File: src/rtl/uart_tx_scheduler.sv
// uart_tx_scheduler
// Shares one UART transmitter between N_REQ byte sources. A round-robin
// arbiter picks a pending byte while the transmitter is idle, the byte is
// registered onto o_tx_data, a one-cycle start pulse is issued, and the
// transmitter's busy line is tracked until the frame completes. If busy never
// rises after a start, a sticky timeout error is flagged and the byte dropped.
//
// state      | meaning
// -----------+---------------------------------------------------------------
// S_IDLE     | no byte owned; arbitrate and accept when transmitter idle
// S_LAUNCH   | byte captured; o_tx_start high for this single cycle
// S_WAIT_BSY | waiting for i_tx_busy to rise, bounded by BUSY_TIMEOUT
// S_WAIT_DNE | frame in flight; wait for i_tx_busy to fall, then count it
//
// BYTE_COUNT_INIT is the value o_byte_count takes in reset. It is 0 in normal
// use; a nonzero value lets the 16-bit wrap be exercised without 65536 frames.

module uart_tx_scheduler #(
    parameter int          N_REQ           = 2,
    parameter int          BUSY_TIMEOUT    = 8,
    parameter logic [15:0] BYTE_COUNT_INIT = 16'h0000
) (
    input  logic                     clk,
    input  logic                     i_reset_n,
    input  logic [N_REQ-1:0]         i_req_valid,
    input  logic [8*N_REQ-1:0]       i_req_data,
    output logic [N_REQ-1:0]         o_req_ready,
    output logic [7:0]               o_tx_data,
    output logic                     o_tx_start,
    input  logic                     i_tx_busy,
    output logic [$clog2(N_REQ)-1:0] o_grant_id,
    output logic                     o_active,
    output logic                     o_err_timeout,
    input  logic                     i_err_clear,
    output logic [15:0]              o_byte_count
);

    localparam int GW = $clog2(N_REQ);
    localparam int TW = (BUSY_TIMEOUT > 1) ? $clog2(BUSY_TIMEOUT) : 1;

    localparam logic [1:0] S_IDLE     = 2'd0;
    localparam logic [1:0] S_LAUNCH   = 2'd1;
    localparam logic [1:0] S_WAIT_BSY = 2'd2;
    localparam logic [1:0] S_WAIT_DNE = 2'd3;

    localparam logic [TW-1:0] TMR_LAST = TW'(BUSY_TIMEOUT - 1);

    logic [1:0]    state_q;
    logic [GW-1:0] ptr_q;
    logic [TW-1:0] tmr_q;
    logic [7:0]    tx_data_q;
    logic [GW-1:0] grant_q;
    logic          start_q;
    logic          err_q;
    logic [15:0]   count_q;

    logic [GW:0]   cand;
    logic [GW-1:0] cand_idx;
    logic          win_found;
    logic [GW-1:0] win_idx;
    logic [7:0]    win_data;
    logic [GW-1:0] next_ptr;
    logic          accept;
    logic          timeout_hit;

    // Round-robin search: first valid requester starting at ptr_q, wrapping.
    always_comb begin
        win_found = 1'b0;
        win_idx   = '0;
        cand      = '0;
        cand_idx  = '0;
        for (int i = 0; i < N_REQ; i++) begin
            cand = {1'b0, ptr_q} + (GW+1)'(i);
            if (cand >= (GW+1)'(N_REQ)) begin
                cand = cand - (GW+1)'(N_REQ);
            end
            cand_idx = cand[GW-1:0];
            if (!win_found && i_req_valid[cand_idx]) begin
                win_found = 1'b1;
                win_idx   = cand_idx;
            end
        end
    end

    // Select the winning requester's byte out of the packed data bus.
    always_comb begin
        win_data = 8'h00;
        for (int k = 0; k < N_REQ; k++) begin
            if (win_idx == GW'(k)) begin
                win_data = i_req_data[8*k +: 8];
            end
        end
    end

    // Pointer moves one past the winner, wrapping after the last requester.
    always_comb begin
        if (win_idx == GW'(N_REQ - 1)) begin
            next_ptr = '0;
        end else begin
            next_ptr = win_idx + GW'(1);
        end
    end

    assign accept      = (state_q == S_IDLE) && !i_tx_busy && win_found;
    assign timeout_hit = (state_q == S_WAIT_BSY) && !i_tx_busy && (tmr_q == TMR_LAST);

    // One-hot accept strobe; forced low while reset is held so no byte is
    // offered a handshake during reset.
    always_comb begin
        o_req_ready = '0;
        if (accept && i_reset_n) begin
            o_req_ready[win_idx] = 1'b1;
        end
    end

    // Main sequencing FSM with the busy-rise timer.
    always_ff @(posedge clk or negedge i_reset_n) begin
        if (!i_reset_n) begin
            state_q <= S_IDLE;
            tmr_q   <= '0;
        end else begin
            case (state_q)
                S_IDLE: begin
                    if (accept) begin
                        state_q <= S_LAUNCH;
                    end
                end
                S_LAUNCH: begin
                    tmr_q   <= '0;
                    state_q <= S_WAIT_BSY;
                end
                S_WAIT_BSY: begin
                    if (i_tx_busy) begin
                        state_q <= S_WAIT_DNE;
                    end else if (tmr_q == TMR_LAST) begin
                        state_q <= S_IDLE;
                    end else begin
                        tmr_q <= tmr_q + TW'(1);
                    end
                end
                S_WAIT_DNE: begin
                    if (!i_tx_busy) begin
                        state_q <= S_IDLE;
                    end
                end
                default: begin
                    state_q <= S_IDLE;
                end
            endcase
        end
    end

    // Capture byte, owner and next pointer on accept; hold them otherwise.
    always_ff @(posedge clk or negedge i_reset_n) begin
        if (!i_reset_n) begin
            ptr_q     <= '0;
            tx_data_q <= 8'h00;
            grant_q   <= '0;
        end else if (accept) begin
            ptr_q     <= next_ptr;
            tx_data_q <= win_data;
            grant_q   <= win_idx;
        end
    end

    // Start pulse is registered so it lands exactly on the LAUNCH cycle.
    always_ff @(posedge clk or negedge i_reset_n) begin
        if (!i_reset_n) begin
            start_q <= 1'b0;
        end else begin
            start_q <= accept;
        end
    end

    // Sticky timeout error; a simultaneous set beats the clear.
    always_ff @(posedge clk or negedge i_reset_n) begin
        if (!i_reset_n) begin
            err_q <= 1'b0;
        end else if (timeout_hit) begin
            err_q <= 1'b1;
        end else if (i_err_clear) begin
            err_q <= 1'b0;
        end
    end

    // Completed-frame counter, wraps naturally at 16 bits.
    always_ff @(posedge clk or negedge i_reset_n) begin
        if (!i_reset_n) begin
            count_q <= BYTE_COUNT_INIT;
        end else if ((state_q == S_WAIT_DNE) && !i_tx_busy) begin
            count_q <= count_q + 16'd1;
        end
    end

    assign o_tx_data     = tx_data_q;
    assign o_tx_start    = start_q;
    assign o_grant_id    = grant_q;
    assign o_active      = (state_q != S_IDLE);
    assign o_err_timeout = err_q;
    assign o_byte_count  = count_q;

endmodule

File: config.mk
export PLATFORM = sky130hd
export DESIGN_NAME = uart_tx_scheduler
export DESIGN_NICKNAME = d
export VERILOG_FILES = /design/src/rtl/uart_tx_scheduler.sv
export SDC_FILE = /design/constraint.sdc
export NUM_CORES = 1
export LEC_CHECK = 0
export ABC_AREA = 1
export BUFFER_PORTS_ARGS = -buffer_cell sky130_fd_sc_hd__buf_2
export CAP_MARGIN = 10
export CORE_AREA = 2 2 60 62
export DETAILED_ROUTE_END_ITERATION = 10
export DIE_AREA = 0 0 62 64
export PLACE_DENSITY_LB_ADDON = 0.1
export SKIP_CTS_REPAIR_TIMING = 1
export SLEW_MARGIN = 30
export SYNTH_ARGS = -nofsm -noshare
export SYNTH_HDL_FRONTEND = slang
export SYNTH_SLANG_ARGS = --single-unit
File: constraint.sdc
create_clock -name clk -period 2 [get_ports clk]
set_clock_uncertainty 0.15 [all_clocks]
set_input_delay 0 -clock clk [delete_from_list [all_inputs] [get_ports clk]]
set_output_delay 0 -clock clk [all_outputs]
set_load 0.03 [all_outputs]
==> metrics.md, run 1 <==
| Metric | Value |
|---|---|
| Min-Delay Path Class | `in -> async` |
| Global routing's busiest layer | `met2` |
| Endpoint type of the worst setup path | `primary output` |
| Design Area, Final | `0.002253 mm²` |
| Tcrit/Tclk final | `94.74%` |
| Die Width | `62 µm` |
| Die height | `64 µm` |
| DP Wirelength | `2510 µm` |
| # clock sinks | `33` |
| Die area | `0.003968 mm²` |
| Syn_area_per_cell | `8.354 µm²` |
| WP data required | `1850 ps` |
| Met2 usage | `28.78%` |
| CTS Buffer Depth | `2` |
| CTS tree | `yes` |
| Port Buf Inserts | `51` |
| Share of cells above drive strength 1 | `24.45%` |
| Crit path DAT | `1740 ps` |
| Synth area leader | `dfrtp_1` |
| Htree depth | `2` |
| Drt wl/cell | `12.16 µm` |
| Root Buffer | `clkbuf_4` |
| Clk_lat worst skew | `340 ps` |
| Starting Density | `48.84%` |
| Crit path from | `state_q[0]` |
| Row count | `21` |
| DRT antenna net count | `0` |
| Hold Vio Cnt, Final | `0` |
| Unique masters post-synth | `20` |
| Post-Syn Instances | `192` |
| Area share of the largest cell type after synthesis | `51.48%` |
| Most common cell after layout, fill and taps aside | `buf_2` |
| Crit path time final | `1895 ps` |
| Core Box Area | `0.003284 mm²` |
| Synth warn | `0` |
| Net Count, Synth | `217` |
| Grt ovf | `0` |
| Vias in the first global route | `1,255` |
| Via count | `1,539` |
| Worst setup slack after layout | `105.3 ps` |
| Worst-Margin Slew | `602.4 ps` |
| FILL cells | `278` |
| Max_slew headroom | `59.71%` |
| Tot Pwr | `2491 µW` |
| Leak | `0.001163 µW` |
| Setup TNS | `0 ps` |
| Worst r2r dst | `o_err_timeout` |
| Worst setup path class | `reg -> out` |
| Cell Area, Synth | `0.001604 mm²` |
| Reg2reg path depth | `5` |
| CP Launch Type | `flip-flop` |
| Power per cell area | `1105 mW/mm²` |
| Multi-input gate area | `679.4 µm²` |
| Antenna violations before repair | `0` |
| Worst slack at placement | `414.7 ps` |
| Synth area leaders | `dfrtp_1, nand2_1, nand3_1, inv_1, nand4_1` |
| Fmax | `527.8 MHz` |
| Maximum vdd drop | `0.5521 mV` |
| Max-cap violations | `0` |
| First-pass GRT wire length | `5561 µm` |
| Final Hold Slack | `69.52 ps` |
| Register area share after synthesis | `51.48%` |
| M1 GR Usage | `25.20%` |
| # IOs | `52` |
| First-pass DRT Iterations | `4` |
| Gr usage total | `18.89%` |
| Total Routed Length | `3890 µm` |
| Number of remaining DRC errors | `0` |
| Placement Cell Area | `0.001923 mm²` |
| RD Place Congestion | `0.7660` |
| FF-to-FF Start | `tmr_q[0]` |
| Area delta synth->final | `40.48%` |
| Pins over their slew limit | `0` |
| Most frequent cells in the layout | `buf_2, nand2_1, dfrtp_1, nand3_1, inv_1` |
| Met3 usage | `4.453%` |
| Reg-to-reg setup timing slack | `210 ps` |
| Antenna fix cells | `0` |
| Vias per std cell | `4.809` |
| Outcome | `finished clean` |
| Largest net degree at the start of global routing | `21` |
| Nets@finish | `298` |
| Initial DRC Count | `45` |
| Seq cells post-synth | `33` |
| Total area of sequential cells | `825.8 µm²` |
| CTS Buf Count | `5` |
| Endpoints failing setup | `0` |
| Largest fanout on the critical path | `10` |
| Reg clk slew, reported paths | `110 ps` |
## critical path, stage by stage, from the launching register on
cell      delay [ps]
dfrtp_1          420
inv_1            120
nand2_2          100
nor3_4           210
buf_6            160
nand3_1           90
nor2_1           110
clkbuf_4         190
## cell usage after synthesis
cell,instances
nand2_1,46
dfrtp_1,33
nand3_1,25
inv_1,23
nor2_1,21
nand4_1,13
o21ai_0,6
xnor2_1,6
xor2_1,5
ha_1,3
nor3_1,2
a21boi_0,1
buf_2,1
buf_4,1
clkbuf_1,1
clkinv_1,1
inv_2,1
nand3b_1,1
nor2_4,1
nor3_2,1
## cell type report
class                           instances  area share [%]
Sequential cell                        33           36.65
Timing Repair Buffer                   77           22.71
Tap cell                               46           2.554
Inverter                               25           4.164
Clock inverter                          1           1.333
Multi-Input combinational cell        131           30.15
Clock buffer                            7           2.443
## metrics by stage
stage               cells  util [%]
floorplan             192         -
global placement      289     58.55
detailed placement    289     58.55
finish                320     68.61
global route          320     68.61
CTS                   297     61.14
## cell families (layout without fill, tap and decap cells)
kind of cell	Yosys count	count (layout)	share of synthesized area, %
simple gates	110	110	30.97
flops	33	33	51.48
buf+inv	28	110	6.863
xor+xnor	11	11	6.006
compound gates	7	7	2.340
fa+ha+maj	3	3	2.340
## per-layer routing
| layer | vias to the layer above | part of all wire, % |
|---|---|---|
| met5 | - | 0 |
| met4 | 0 | 1.8 |
| met3 | 8 | 4.9 |
| met2 | 42 | 49 |
| met1 | 707 | 44 |
| li1 | 782 | - |
## registers in the layout, indices dropped and copies added (netlist names)
register       flops
o_byte_count      16
o_err_timeout      1
o_grant_id         1
o_tx_data          8
o_tx_start         1
ptr_q              1
state_q            2
tmr_q              3
## how the worst max path moves through the flow
stage,endpoint,slack [ps],cells after the start
2_1_floorplan,o_req_ready[1],200,6
3_3_place_gp,tmr_q[2],450,6
3_5_place_dp,tmr_q[2],410,5
4_1_cts,o_req_ready[0],90,6
5_1_grt,o_req_ready[1],-10,7
6_report,o_req_ready[1],110,7
## power breakdown
| group | internal (µW) | switching, µW |
|---|---|---|
| Combinational | 321 | 659 |
| Clock | 299 | 236 |
| Sequential | 845 | 132 |
| Total | 1460 | 1030 |
Power figures use the tool's default switching activity.
==> inputs of run 2 (changes only) <==
--- a/config.mk
+++ b/config.mk
@@ -6,6 +6,7 @@
 export NUM_CORES = 1
 export LEC_CHECK = 0
 export ABC_AREA = 1
+export ABC_CLOCK_PERIOD_IN_PS = 1900
 export BUFFER_PORTS_ARGS = -buffer_cell sky130_fd_sc_hd__buf_2
 export CAP_MARGIN = 10
 export CORE_AREA = 2 2 60 62
==> constraint.sdc (replaced) <==
create_clock -name clk -period 1.9 [get_ports clk]
set_clock_uncertainty 0.15 [all_clocks]
set_input_delay 0 -clock clk [delete_from_list [all_inputs] [get_ports clk]]
set_output_delay 0 -clock clk [all_outputs]
set_load 0.03 [all_outputs]
==> metrics.md, run 2 (synthesis results as in run 1) <==
| Metric | Value |
|---|---|
| Via count | `1,542 (+0.19%)` |
| DP Cell Count | `291 (+0.69%)` |
| Crit path time final | `1822 ps` |
| CP Launch Type | `flip-flop` |
| Final Hold Slack | `31.82 ps (-37.70 ps)` |
| Total Routed Length | `3731 µm (-4.1%)` |
| Vias in the first global route | `1,275 (+1.6%)` |
| Gr usage total | `18.89% (about the same)` |
| Power per cell area | `1125 mW/mm² (+1.8%)` |
| Initial DRC Count | `76 (+69%)` |
| Worst slack at placement | `292.6 ps (-122.0 ps)` |
| Pins over their slew limit | `0 (unchanged)` |
| Most common cell after layout, fill and taps aside | `buf_2` |
| RD Place Congestion | `0.7653 (about the same)` |
| Die Width | `62 µm (unchanged)` |
| # IOs | `52 (unchanged)` |
| Reg clk slew, reported paths | `100 ps (about the same)` |
| WP data required | `1750 ps (-100 ps)` |
| Nets@finish | `302 (+1.3%)` |
| CTS tree | `yes` |
| Met3 usage | `6.275% (+1.8 points)` |
| Htree depth | `2 (unchanged)` |
| M1 GR Usage | `25.94% (+0.74 points)` |
| Share of cells above drive strength 1 | `26.26% (+1.8 points)` |
| Number of flip-flops in the largest register | `16 (unchanged)` |
| Hold Vio Cnt, Final | `0 (unchanged)` |
| Fmax | `548.8 MHz` |
| Fin cells | `324 (+1.3%)` |
| Min-Delay Path Class | `in -> reg` |
| Drt wl/cell | `11.52 µm (-5.3%)` |
| CTS Buffer Depth | `2 (unchanged)` |
| Root Buffer | `clkbuf_4` |
| Worst-Margin Slew | `573.7 ps (-28.70 ps)` |
| Outcome | `finished clean` |
| Max_slew headroom | `61.35% (+1.6 points)` |
| Design Area, Final | `0.002252 mm² (about the same)` |
| Setup TNS | `0 ps (unchanged)` |
| Max-cap violations | `0 (unchanged)` |
| Crit path DAT | `1670 ps (-70 ps)` |
| Starting Density | `48.84% (unchanged)` |
| Hold Path Origin | `i_req_valid[0]` |
| Grt ovf | `0 (unchanged)` |
| FILL cells | `277 (-0.36%)` |
| Clk_lat worst skew | `330 ps (about the same)` |
| Largest net degree at the start of global routing | `34 (+62%)` |
| FF-to-FF Start | `state_q[1]` |
| Row count | `21 (unchanged)` |
| Worst setup path class | `reg -> out` |
| Number of remaining DRC errors | `0 (unchanged)` |
| Placement Cell Area | `0.001938 mm² (+0.78%)` |
| Global routing's busiest layer | `met2` |
| Die area | `0.003968 mm² (unchanged)` |
| Endpoint type of the worst setup path | `primary output` |
| DP Wirelength | `2447 µm (-2.5%)` |
| Leak | `0.001166 µW (+0.25%)` |
| Die height | `64 µm (unchanged)` |
| Port Buf Inserts | `51 (unchanged)` |
| Antenna violations before repair | `0 (unchanged)` |
| First-pass GRT wire length | `5589 µm (+0.50%)` |
| Maximum vdd drop | `0.6494 mV (+18%)` |
| First-pass DRT Iterations | `4 (unchanged)` |
| Worst setup slack after layout | `77.97 ps (-27.29 ps)` |
| Antenna fix cells | `0 (unchanged)` |
| Most frequent cells in the layout | `buf_2, nand2_1, dfrtp_1, nand3_1, inv_1` |
| Tcrit/Tclk final | `95.90%` |
| Endpoints failing setup | `0 (unchanged)` |
| Largest fanout on the critical path | `6 (-4)` |
| Core Box Area | `0.003284 mm² (unchanged)` |
| Crit path from | `state_q[1]` |
| # clock sinks | `33 (unchanged)` |
| Area delta synth->final | `40.41% (about the same)` |
| Met2 usage | `27.34% (-1.4 points)` |
| Vias per std cell | `4.759 (-1.0%)` |
| DRT antenna net count | `0 (unchanged)` |
| CTS Buf Count | `5 (unchanged)` |
-- run 2: cell types whose count changed in the layout (fill, tap and decap cells not counted), sizes merged --
cell         delta
dlygate4sd3     -2
bufinv          -1
buf             +7
-- run 2: final timing paths --
check	endpoint	slack, ps	depth (start not counted)
worst max-delay path	o_req_ready[0]	80	7
worst max register to register	o_tx_data[0]	240	8
max in group asynchronous	o_tx_data[2]	1210	3
worst min-delay path	o_grant_id	30	5
worst min register to register	o_grant_id	340	2
min in group asynchronous	o_err_timeout	100	3
-- run 2: layer usage --
| metal | up-vias | wire length (µm) |
|---|---|---|
| met2 | 50 | 1776 |
| met4 | 0 | 62 |
| met5 | - | 0 |
| li1 | 789 | - |
| met1 | 695 | 1681 |
| met3 | 8 | 210 |
-- run 2: layout make-up --
cell class                 instances  area [µm²]  share of cell area (%)
sequential                        33       825.8                   36.67
multi-input combinational        131       686.9                   30.50
timing repair buffer              81       539.3                   23.94
inverter                          25       93.84                   4.167
tap                               46       57.56                   2.556
clock buffer                       8       48.80                   2.167
-- run 2: power breakdown --
part | internal [µW] | switching [µW] | leakage [µW] | total (µW)
registers | 889 | 142 | 0.000417 | 1030
logic | 406 | 717 | 0.000722 | 1120
clock network | 148 | 232 | 0.0000265 | 380
total | 1440 | 1090 | 0.00117 | 2530
-- run 2: per-stage QoR --
| step | utilization (%) | power [µW] |
|---|---|---|
| 2_1_floorplan | - | 1713 |
| 3_3_place_gp | 59.01 | 2029 |
| 3_5_place_dp | 59.01 | 2033 |
| 4_1_cts | 60.50 | 2416 |
| 5_1_grt | 68.57 | 2719 |
| 6_report | 68.57 | 2533 |
-- run 2: critical path: stages (launching register included) --
cell and delay [ps]:
dfrtp_1 440, inv_2 110, nand2_4 70, nor3_4 220, buf_6 150, nand2_2 60
nor2_2 130, buf_4 170
